<file path="src/rtl/flag_branch_unit.sv">
// NZCV flag register with same-cycle forwarding and branch resolution.
// A taken branch raises a one-cycle br_taken pulse and a multi-cycle flush.
module flag_branch_unit #(
    parameter int unsigned FLUSH_CYCLES = 2
) (
    input  logic       clk,
    input  logic       reset,
    input  logic       alu_zero,
    input  logic       alu_neg,
    input  logic       alu_carry,
    input  logic       alu_ovf,
    input  logic       set_flags,
    input  logic [2:0] br_type,
    input  logic [3:0] cond,
    input  logic       cbz_zero,
    output logic [3:0] flags,
    output logic       br_taken,
    output logic       flush
);

    typedef enum logic {
        IDLE  = 1'b0,
        FLUSH = 1'b1
    } state_e;

    localparam logic [2:0] CNT_INIT = 3'(FLUSH_CYCLES - 1);

    state_e     state_q, state_d;
    logic [2:0] count_q, count_d;
    logic [3:0] flags_q, flags_d;
    logic       br_q, br_d;
    logic       flush_q, flush_d;

    logic [3:0] alu_flags;
    logic [3:0] eff;
    logic       f_n, f_z, f_c, f_v;
    logic       base;
    logic       cond_true;
    logic       take;

    assign alu_flags = {alu_neg, alu_zero, alu_carry, alu_ovf};

    // Forward a same-cycle flag update into condition evaluation.
    always_comb begin
        eff = set_flags ? alu_flags : flags_q;
        f_n = eff[3];
        f_z = eff[2];
        f_c = eff[1];
        f_v = eff[0];
        base = 1'b1;
        case (cond[3:1])
            3'd0:    base = f_z;
            3'd1:    base = f_c;
            3'd2:    base = f_n;
            3'd3:    base = f_v;
            3'd4:    base = f_c & ~f_z;
            3'd5:    base = (f_n == f_v);
            3'd6:    base = ~f_z & (f_n == f_v);
            default: base = 1'b1;
        endcase
        // Odd codes are the complement of their even partner, except AL/NV.
        cond_true = (cond[3:1] == 3'd7) ? 1'b1 : (base ^ cond[0]);
    end

    always_comb begin
        take = 1'b0;
        case (br_type)
            3'b001:  take = 1'b1;
            3'b010:  take = cbz_zero;
            3'b011:  take = ~cbz_zero;
            3'b100:  take = cond_true;
            default: take = 1'b0;
        endcase
    end

    always_ff @(posedge clk or posedge reset) begin
        if (reset) begin
            state_q <= IDLE;
            count_q <= 3'd0;
            flags_q <= 4'b0000;
            br_q    <= 1'b0;
            flush_q <= 1'b0;
        end else begin
            state_q <= state_d;
            count_q <= count_d;
            flags_q <= flags_d;
            br_q    <= br_d;
            flush_q <= flush_d;
        end
    end

    always_comb begin
        state_d = state_q;
        count_d = count_q;
        case (state_q)
            IDLE: begin
                if (take) begin
                    state_d = FLUSH;
                    count_d = CNT_INIT;
                end
            end
            FLUSH: begin
                if (count_q == 3'd0) begin
                    state_d = IDLE;
                end else begin
                    count_d = count_q - 3'd1;
                end
            end
            default: begin
                state_d = IDLE;
                count_d = 3'd0;
            end
        endcase
    end

    always_comb begin
        flags_d = flags_q;
        br_d    = 1'b0;
        flush_d = 1'b0;
        case (state_q)
            IDLE: begin
                if (set_flags) begin
                    flags_d = alu_flags;
                end
                br_d    = take;
                flush_d = take;
            end
            FLUSH: begin
                flush_d = (count_q != 3'd0);
            end
            default: begin
                flush_d = 1'b0;
            end
        endcase
    end

    assign flags    = flags_q;
    assign br_taken = br_q;
    assign flush    = flush_q;

endmodule

</file>
<file path="config.mk">
export PLATFORM = sky130hd
export DESIGN_NAME = flag_branch_unit
export DESIGN_NICKNAME = d
export VERILOG_FILES = /design/src/rtl/flag_branch_unit.sv
export SDC_FILE = /design/constraint.sdc
export NUM_CORES = 1
export LEC_CHECK = 0
export BUFFER_PORTS_ARGS = -buffer_cell sky130_fd_sc_hd__buf_4
export CAP_MARGIN = 40
export CORE_AREA = 2 2 39 41
export CTS_CLUSTER_SIZE = 28
export DETAILED_ROUTE_END_ITERATION = 8
export DIE_AREA = 0 0 41 43
export GPL_TIMING_DRIVEN = 0
export PLACE_DENSITY = 0.8
export SLEW_MARGIN = 20
export SYNTH_ARGS = -nofsm -noshare
export SYNTH_HDL_FRONTEND = slang
export SYNTH_SLANG_ARGS = --single-unit
</file>
<file path="constraint.sdc">
create_clock -name clk -period 3.59 [get_ports clk]
set_input_delay 0.1795 -clock clk [delete_from_list [all_inputs] [get_ports clk]]
set_output_delay 0.1795 -clock clk [all_outputs]
set_load 0.02 [all_outputs]
</file>
==> results of run 1 <==
==> registers in the layout, summed over array words and instances (netlist names) <==
signal and cells:
flags 4, count_q 3, br_taken 1, flush 1
==> area by class of cell <==
type                    count  area, µm²  share of cell area, %
multi-input cells          49        413                   47.6
flip-flops and latches      9        225                   26.0
repair buffers             20        153                   17.6
clock buffers               4       26.3                   3.03
well taps                  16       20.0                   2.31
plain buffers               2       15.0                   1.73
inverters                   4       15.0                   1.73
==> synth_stat cells, types with 2 or more instances <==
| master | instances |
|---|---|
| dfrtp_1 | 9 |
| a32o_2 | 2 |
| and2b_1 | 3 |
| inv_1 | 4 |
| a31oi_1 | 2 |
| ha_1 | 2 |
| xor2_1 | 4 |
| nor2_1 | 3 |
| o21ai_0 | 3 |
| mux2_2 | 4 |
| nand2_1 | 6 |
==> logic make-up after synthesis <==
kind of cell / after synthesis / synth area share, %
adder cells (fa/ha/maj): 2 / 3.74
flip-flops: 9 / 33.7
XOR/XNOR: 4 / 5.24
multiplexers: 7 / 16.3
AO/OA/AOI/OAI: 15 / 16.9
AND/OR/NAND/NOR: 21 / 19.7
buffers and inverters: 6 / 4.49
==> power breakdown <==
| part | switching, µW | total (µW) | leakage (µW) | internal (µW) |
|---|---|---|---|---|
| sequential | 49.2 | 198 | 0.000108 | 149 |
| clock | 42.6 | 85.7 | 0.0000150 | 43.1 |
| combinational | 151 | 313 | 0.000285 | 163 |
==> metal layers <==
metal / GRT usage (%) / up-vias
met4: 15.3 / 0
li1: - / 290
met2: 33.1 / 21
met3: 5.76 / 6
met1: 21.7 / 276
met5: 0 / -
==> worst min path at each step <==
stage	start	to	slack [ns]	depth (start not counted)
6_report	alu_neg	flags[3]	0.15	2
5_1_grt	alu_neg	flags[3]	0.16	2
4_1_cts	alu_neg	flags[3]	0.15	2
3_5_place_dp	reset	flags[0]	0.18	2
3_3_place_gp	reset	flags[0]	0.16	2
2_1_floorplan	reset	br_taken	0.007	1
==> what timing repair did <==
item / CTS / global route
gates resized for setup: 0 / 0
hold buffers: 1 / 0
endpoints found under the hold margin: 9 / 0
==> metrics by stage <==
step	area, µm²	util [%]	setup slack [ns]	std cells
final	867	62.7	1.63	104
after global routing	867	62.7	1.55	104
after CTS	867	62.7	1.62	104
after detailed placement	831	60.0	1.64	99
after global placement	831	60.0	1.66	99
after floorplan	668	-	1.65	64
==> run summary, run 1 <==
The flow ran to the end, and the final reports show no timing, DRC or antenna violations. The worst slew slack as a fraction of its limit came out at 76.2%. The count of state elements after synthesis is 9.

The biggest fanout along the worst timing path is 4. Walking the worst path, the cells encountered are mux4_1 -> mux2_4 -> nor2_4 -> or3_4 -> nand4_2 -> a32o_2. The wire length of the first global-routing pass is 2.40 mm. The first TritonRoute pass finished after 4 iterations. STA classifies the critical path startpoint as a flop. The synthesis-to-finish area growth came out at 29.8%.

After synthesis, the cell types taking the most area are dfrtp_1 34%, mux2_2 6.7%, xor2_1 5.2%. The share of the clock period used by the worst path came out at 54.5%. The depth of the most critical reg-to-reg path came out at 6. The share of the Yosys chip area taken by registers is 33.7%. Setup repair after global routing left no endpoint under its margin.

The routed design has 1.46 mm of wire. The tool flagged a number of max-cap violations equal to 0. The worst register-to-register path begins at flags[3]. In the final routing, the length of wire on met1 measures 545 µm. The half-perimeter wire length after placement is 1.11 mm. The per-cell routed wire length is 14.0 µm. The clock period minus worst slack came out at 1.96 ns. The routed design uses 784 µm of met2 wire. The leakage power total came out at 0.000409 µW. The total number of yosys warnings is 0. The area of the core is 1380 µm². The aggregate negative setup slack came out at 0 ns. The min-delay analysis places its worst path in the category in -> reg. The slack of the worst reg-to-reg path is 1.63 ns. The worst setup path is captured at a flop. The most used flip-flop cell after synthesis is dfrtp_1. The die outline height is 43 µm. The effective utilization at floorplan came out at 48.3%.

The data required time of the critical path is 3.75 ns. Setup violations remaining at the end of the flow were counted as 0. The clock tree skew after final layout came out at 0.000941 ns. The fmax came out at 511 MHz. The tree is rooted in a clkbuf_4.

The total of fill cells in the finished design came out at 137. The global routing usage summed across all routing layers came out at 20.8%. The leftover overflow at the end of global routing came out at 0.

The pin count of the biggest net entering global routing came out at 11. The most critical setup path has its startpoint at flags[3]. The cell row count is 14. The combined area of all synthesized cells is 668 µm².

The later pin in the worst-skew pair is clocked with a latency of 0.27 ns. The boundary pin count came out at 21. The number of antenna diodes in the final layout is 0. The clock passes through at most 2 buffers. In the synthesized netlist the async set-or-reset flop fraction comes to 100%. After detailed routing, the number of remaining DRC violations is 0. The final hold slack came out at 0.154 ns. The violation count after the first detailed-routing iteration is 16. The via count of the first global-routing pass came out at 612. The maximum VDD drop came out at 0.359 mV. The routed via count divided by cell count is 5.70. The end of the worst register-to-register path is count_q[1]. Synthesis produced a netlist with a net count of 81. The arrival time at the worst endpoint is 2.12 ns. The critical path is of the reg -> reg type.

The net total in the final layout is 106. Leaving out fill and tap cells, the most frequent cell in the layout is buf_4. In this run the number of H-tree levels came out at 1. The clock tree from TritonCTS is yes. The ratio of total power to cell area is 689 nW/µm². The total power of the final layout is 597 µW. The count of buffers from port buffering came out at 19.

The buffering stage count on the worst path with inverters included is 0. The met3 layer wire length in the routed design came out at 88 µm. The clock-pin slew on the worst setup and hold paths is 0.07 ns. The number of synthesized flops with an enable pin is 0. The count of nets left with antenna violations after detail routing is 0. The area share of the largest cell type after synthesis came out at 33.7%. The largest individual stage delay along the critical path comes from the cell mux4_1. The number of slew-limit violations in the final report was 0. The most critical setup path has its endpoint at count_q[1].

The post-CTS setup repair buffer count is 0. In the final layout, the share of cells above drive strength 1 is 38.6%. The total number of cells along the worst setup path came out at 6. Broken down by cell family, the worst path's largest delay share belongs to multiplexers. Routability-driven placement finished with a final weighted congestion of 0.829. The number of antenna violations at the first check in global routing came out at 0. After synthesis, the mean cell area works out to 10.4 µm². The library cells used most frequently in the layout, excluding fill and tap cells, are 19 x buf_4, 9 x dfrtp_1, 6 x nand2_1. The largest stage delay on the critical path is 0.50 ns. The floorplan step defined a die boundary enclosing 1760 µm². Buffers inserted during clock tree synthesis total 3.

The synthesized instance count is 64. Counting distinct cell types in the post-synthesis netlist gives 33. The measured slew at the worst slew-check pin came out at 0.356 ns. The tree built by TritonCTS fans out to 9 sinks. The biggest area contributor in the post-synthesis netlist is dfrtp_1. The uppermost layer routed is met4. The horizontal die dimension is 41 µm.

The number of vias after detailed routing came out at 593. The count of endpoints failing hold in the final timing report is 0.
Power figures use the tool's default switching activity.
==> run 2: changes to the inputs <==
--- a/config.mk
+++ b/config.mk
@@ -5,14 +5,15 @@
 export SDC_FILE = /design/constraint.sdc
 export NUM_CORES = 1
 export LEC_CHECK = 0
+export ABC_AREA = 1
 export BUFFER_PORTS_ARGS = -buffer_cell sky130_fd_sc_hd__buf_4
 export CAP_MARGIN = 40
-export CORE_AREA = 2 2 39 41
+export CORE_MARGIN = 2
+export CORE_UTILIZATION = 49
 export CTS_CLUSTER_SIZE = 28
 export DETAILED_ROUTE_END_ITERATION = 8
-export DIE_AREA = 0 0 41 43
 export GPL_TIMING_DRIVEN = 0
-export PLACE_DENSITY = 0.8
+export PLACE_DENSITY = 0.77
 export SLEW_MARGIN = 20
 export SYNTH_ARGS = -nofsm -noshare
 export SYNTH_HDL_FRONTEND = slang
==> constraint.sdc (replaced) <==
create_clock -name clk -period 1.9 [get_ports clk]
set_input_delay 0.095 -clock clk [delete_from_list [all_inputs] [get_ports clk]]
set_output_delay 0.095 -clock clk [all_outputs]
set_load 0.02 [all_outputs]
==> run 2 against run 1 <==
  * Design area grew 5.8%
  * Setup slack lost 1.2 ns
  * Combinational power grew 91%
  * Largest power group unchanged
  * Critical path depth grew 11
  * Worst hold slack gained 0.038 ns
  * Wire length shrank 7.1%
  * Register-to-register slack lost 1.2 ns
  * Core utilization grew 6.1 points
  * Sequential share of layout area shrank 1.4 points
  * Sequential cell count is the same
  * Cell count grew 42%
==> run summary, run 2 <==
The area share of the largest cell type after synthesis is 31.3% (-2.4 points). After synthesis, the most frequently instantiated cells are 40 x nand2_1, 19 x inv_1, 10 x nand2_2. Leaving out fill and tap cells, the most frequent cells in the layout are 40 x nand2_1, 19 x inv_1, 19 x buf_4. The number of antenna violations at the first check in global routing came out at 0 (unchanged).

The final RePlAce weighted congestion was 0.830 (+0.16%). The reported max-cap violation count came out at 0 (unchanged). By area the synthesized netlist is led by dfrtp_1 31%, nand2_1 21%, inv_1 9.9%. The leakage power total is 0.000556 µW (+36%). In the post-synthesis netlist, the cell with the most instances is nand2_1.

The pin count of the biggest net entering global routing was 10 (-1). STA classifies the critical path startpoint as a flop. The quantity of gates resized following cts is 0 (unchanged).

The maximum VDD drop came out at 1.16 mV (+220%). The routed via count divided by cell count came out at 4.66 (-18%). The share of post-route cells with drive strength above 1 came to 31.6% (-7.1 points). The horizontal die dimension came out at 42.3 µm (+3.2%). The synthesis-to-finish area growth is 27.5%. The count of endpoints failing setup in the final report is 0 (unchanged). The via count of the first global-routing pass came to 596 (-2.6%). The share of the clock period used by the worst path is 78.9% (+24 points). The flip-flop count of the largest register after layout came out at 4 (unchanged). The mean post-synth cell area came to 6.60 µm² (-37%). The iteration count of the initial detailed-routing pass was 3 (-1). The largest total area in the synthesized netlist belongs to dfrtp_1. The area of the core came out at 1330 µm² (-3.6%). The number of synthesized flops with an enable pin is 0 (unchanged). The slack of the worst reg-to-reg path came out at 0.40 ns (-1.23 ns). The cell chosen for the clock root is clkbuf_4. The half-perimeter wire length after placement came out at 1.12 mm (+0.50%).

The synthesized instance count was 109 (+70%). The fmax came to 667 MHz (+31%). The die footprint is 1790 µm² (+1.6%). The CTS buffer count is 3 (unchanged). The post-route DRC violation count was 0 (unchanged). The clock tree skew after final layout is 0.000590 ns (-0.000352 ns).

The count of nets left with antenna violations after detail routing was 0 (unchanged). The number of vias after detailed routing is 690 (+16%). The number of buffers on the longest clock path came to 2 (unchanged).

STA classifies the critical path endpoint as a flop. The effective utilization at floorplan is 53.9% (+5.7 points). The aggregate negative setup slack came out at 0 ns (unchanged).

The net total in the final layout came out at 151 (+42%). The data required time of the critical path was 2.06 ns (-1.69 ns). The count of endpoints failing hold in the final timing report is 0 (unchanged). The wire length after detailed routing came to 1.35 mm (-7.1%).

For this run, the leading register cell type out of synthesis is dfrtp_1. The sequential area share after synthesis is 31.3% (-2.4 points). The count of unique library cells instantiated by Yosys is 17 (-48%). The clock tree from TritonCTS is yes. The wire length of the first global-routing pass came out at 2.34 mm (-2.6%). The clock period minus worst slack is 1.50 ns (-0.458 ns).

The per-cell routed wire length came out at 9.14 µm (-35%). The arrival time at the worst endpoint is 1.66 ns (-0.46 ns). The count of state elements after synthesis came out at 9 (unchanged). The flow ran to the end, and the final reports show no timing, DRC or antenna violations. Leaving out fill and tap cells, the most frequent cell in the layout is nand2_1. The total nets after synthesis is 126 (+56%). The violation count after the first detailed-routing iteration is 4 (-12). The ratio of total power to cell area came out at 1200 nW/µm² (+75%). The cell row count came out at 13 (-1).

The worst slew slack as a fraction of its limit is 76.6% (+0.37 points). The min-delay analysis places its worst path in the category in -> reg. The proportion of register bits with asynchronous set or reset after synthesis is 100% (unchanged).

The biggest fanout along the worst timing path is 5 (+1). The setup path with the least slack is of type reg -> reg. The measured slew at the worst slew-check pin is 0.351 ns (-0.00560 ns). The number of slew-limit violations in the final report came to 0 (unchanged).

The total number of clock tree sinks was 9 (unchanged). The leftover overflow at the end of global routing came out at 0 (unchanged). The clock network latency to the later pin of the worst-skew pair was 0.26 ns (about the same).

The total number of H-tree levels was 1 (unchanged). Setup repair after global routing left no endpoint under its margin. The antenna cell count is 0 (unchanged). The global routing usage summed across all routing layers came out at 16.8% (-4.0 points). The die outline height was 42.3 µm (-1.6%). The final hold slack is 0.192 ns (+0.0382 ns). The count of buffers from port buffering came out at 19 (unchanged). The clock-pin slew on the worst setup and hold paths is 0.06 ns (about the same). The total number of yosys warnings is 0 (unchanged).

The combined area of all synthesized cells is 719 µm² (+7.7%). The boundary pin count was 21 (unchanged).
run 2: cell count changes after synthesis, sizes merged, moves of 3 or more:
cell   before  now
and2b       3    0
nor2        4    7
mux2        5    0
xor2        4    0
nand2       6   52
nand3       1    7
inv         4   21
run 2: per-layer routing:
layer  vias to the layer above  part of all wire (%)  global-route usage [%]
met2                        18                    46                    26.8
li1                        373                     -                       -
met1                       297                    48                    22.2
met3                         2                   5.6                    6.47
met4                         0                  0.44                    1.88
met5                         -                     0                       0
run 2: cell families after synthesis:
kind of cell	share of synthesized area [%]
fa+ha+maj	3.48
flops	31.3
simple gates	44.7
buf+inv	16.3
compound gates	4.17
run 2: final cells by class:
| cell class | instances | area [µm²] |
|---|---|---|
| Timing Repair Buffer | 20 | 153 |
| Sequential cell | 9 | 225 |
| Inverter | 21 | 86.3 |
| Clock buffer | 4 | 26.3 |
| Multi-Input combinational cell | 77 | 377 |
| Buffer | 2 | 31.3 |
| Fill cell | 120 | 417 |
| Tap cell | 15 | 18.8 |
run 2: worst paths after layout:
kind	startpoint	end	cells past startpoint
worst max-delay path	flags[3]	count_q[0]	17
worst min-delay path	set_flags	flags[0]	4
worst max register to register	flags[3]	count_q[0]	17
worst min register to register	count_q[2]	count_q[2]	2
max in group asynchronous	reset	count_q[2]	3
min in group asynchronous	reset	flags[0]	3
run 2: metrics by stage:
step | setup slack (ns) | cell area (µm²) | utilization, % | total power, µW | cells
global placement | 0.420 | 881 | 66.0 | 943 | 143
finish | 0.400 | 917 | 68.8 | 1100 | 148
detailed placement | 0.388 | 881 | 66.0 | 963 | 143
floorplan | 0.444 | 719 | - | 775 | 109
global route | 0.111 | 917 | 68.8 | 1220 | 148
CTS | 0.384 | 917 | 68.8 | 1110 | 148
run 2: worst max-delay path: stages, from the launching register on:
cell and delay, ns:
dfrtp_1 0.41, inv_1 0.05, nand2_1 0.06, nand2_1 0.06
nand2_1 0.07, nand2_1 0.05, nand2_1 0.07, nand2_1 0.07
nand2_1 0.06, nand2_1 0.04, nand2_1 0.05, nand2_1 0.04
nand2_1 0.05, nand2_1 0.06, nand2_2 0.10, nand2_2 0.06
nand2_1 0.05, nand2_1 0.04
run 2: report_power, final:
part | internal [µW] | leakage [µW] | switching (µW) | total, µW
combinational | 269 | 0.000430 | 328 | 597
sequential | 281 | 0.000111 | 77.7 | 359
clock | 80.9 | 0.0000150 | 65.7 | 147
run 2: repair_timing:
| item | CTS | global route |
|---|---|---|
| hold buffers | 1 | 0 |
| buffers inserted | 0 | 0 |
| hold endpoints to repair | 9 | 0 |
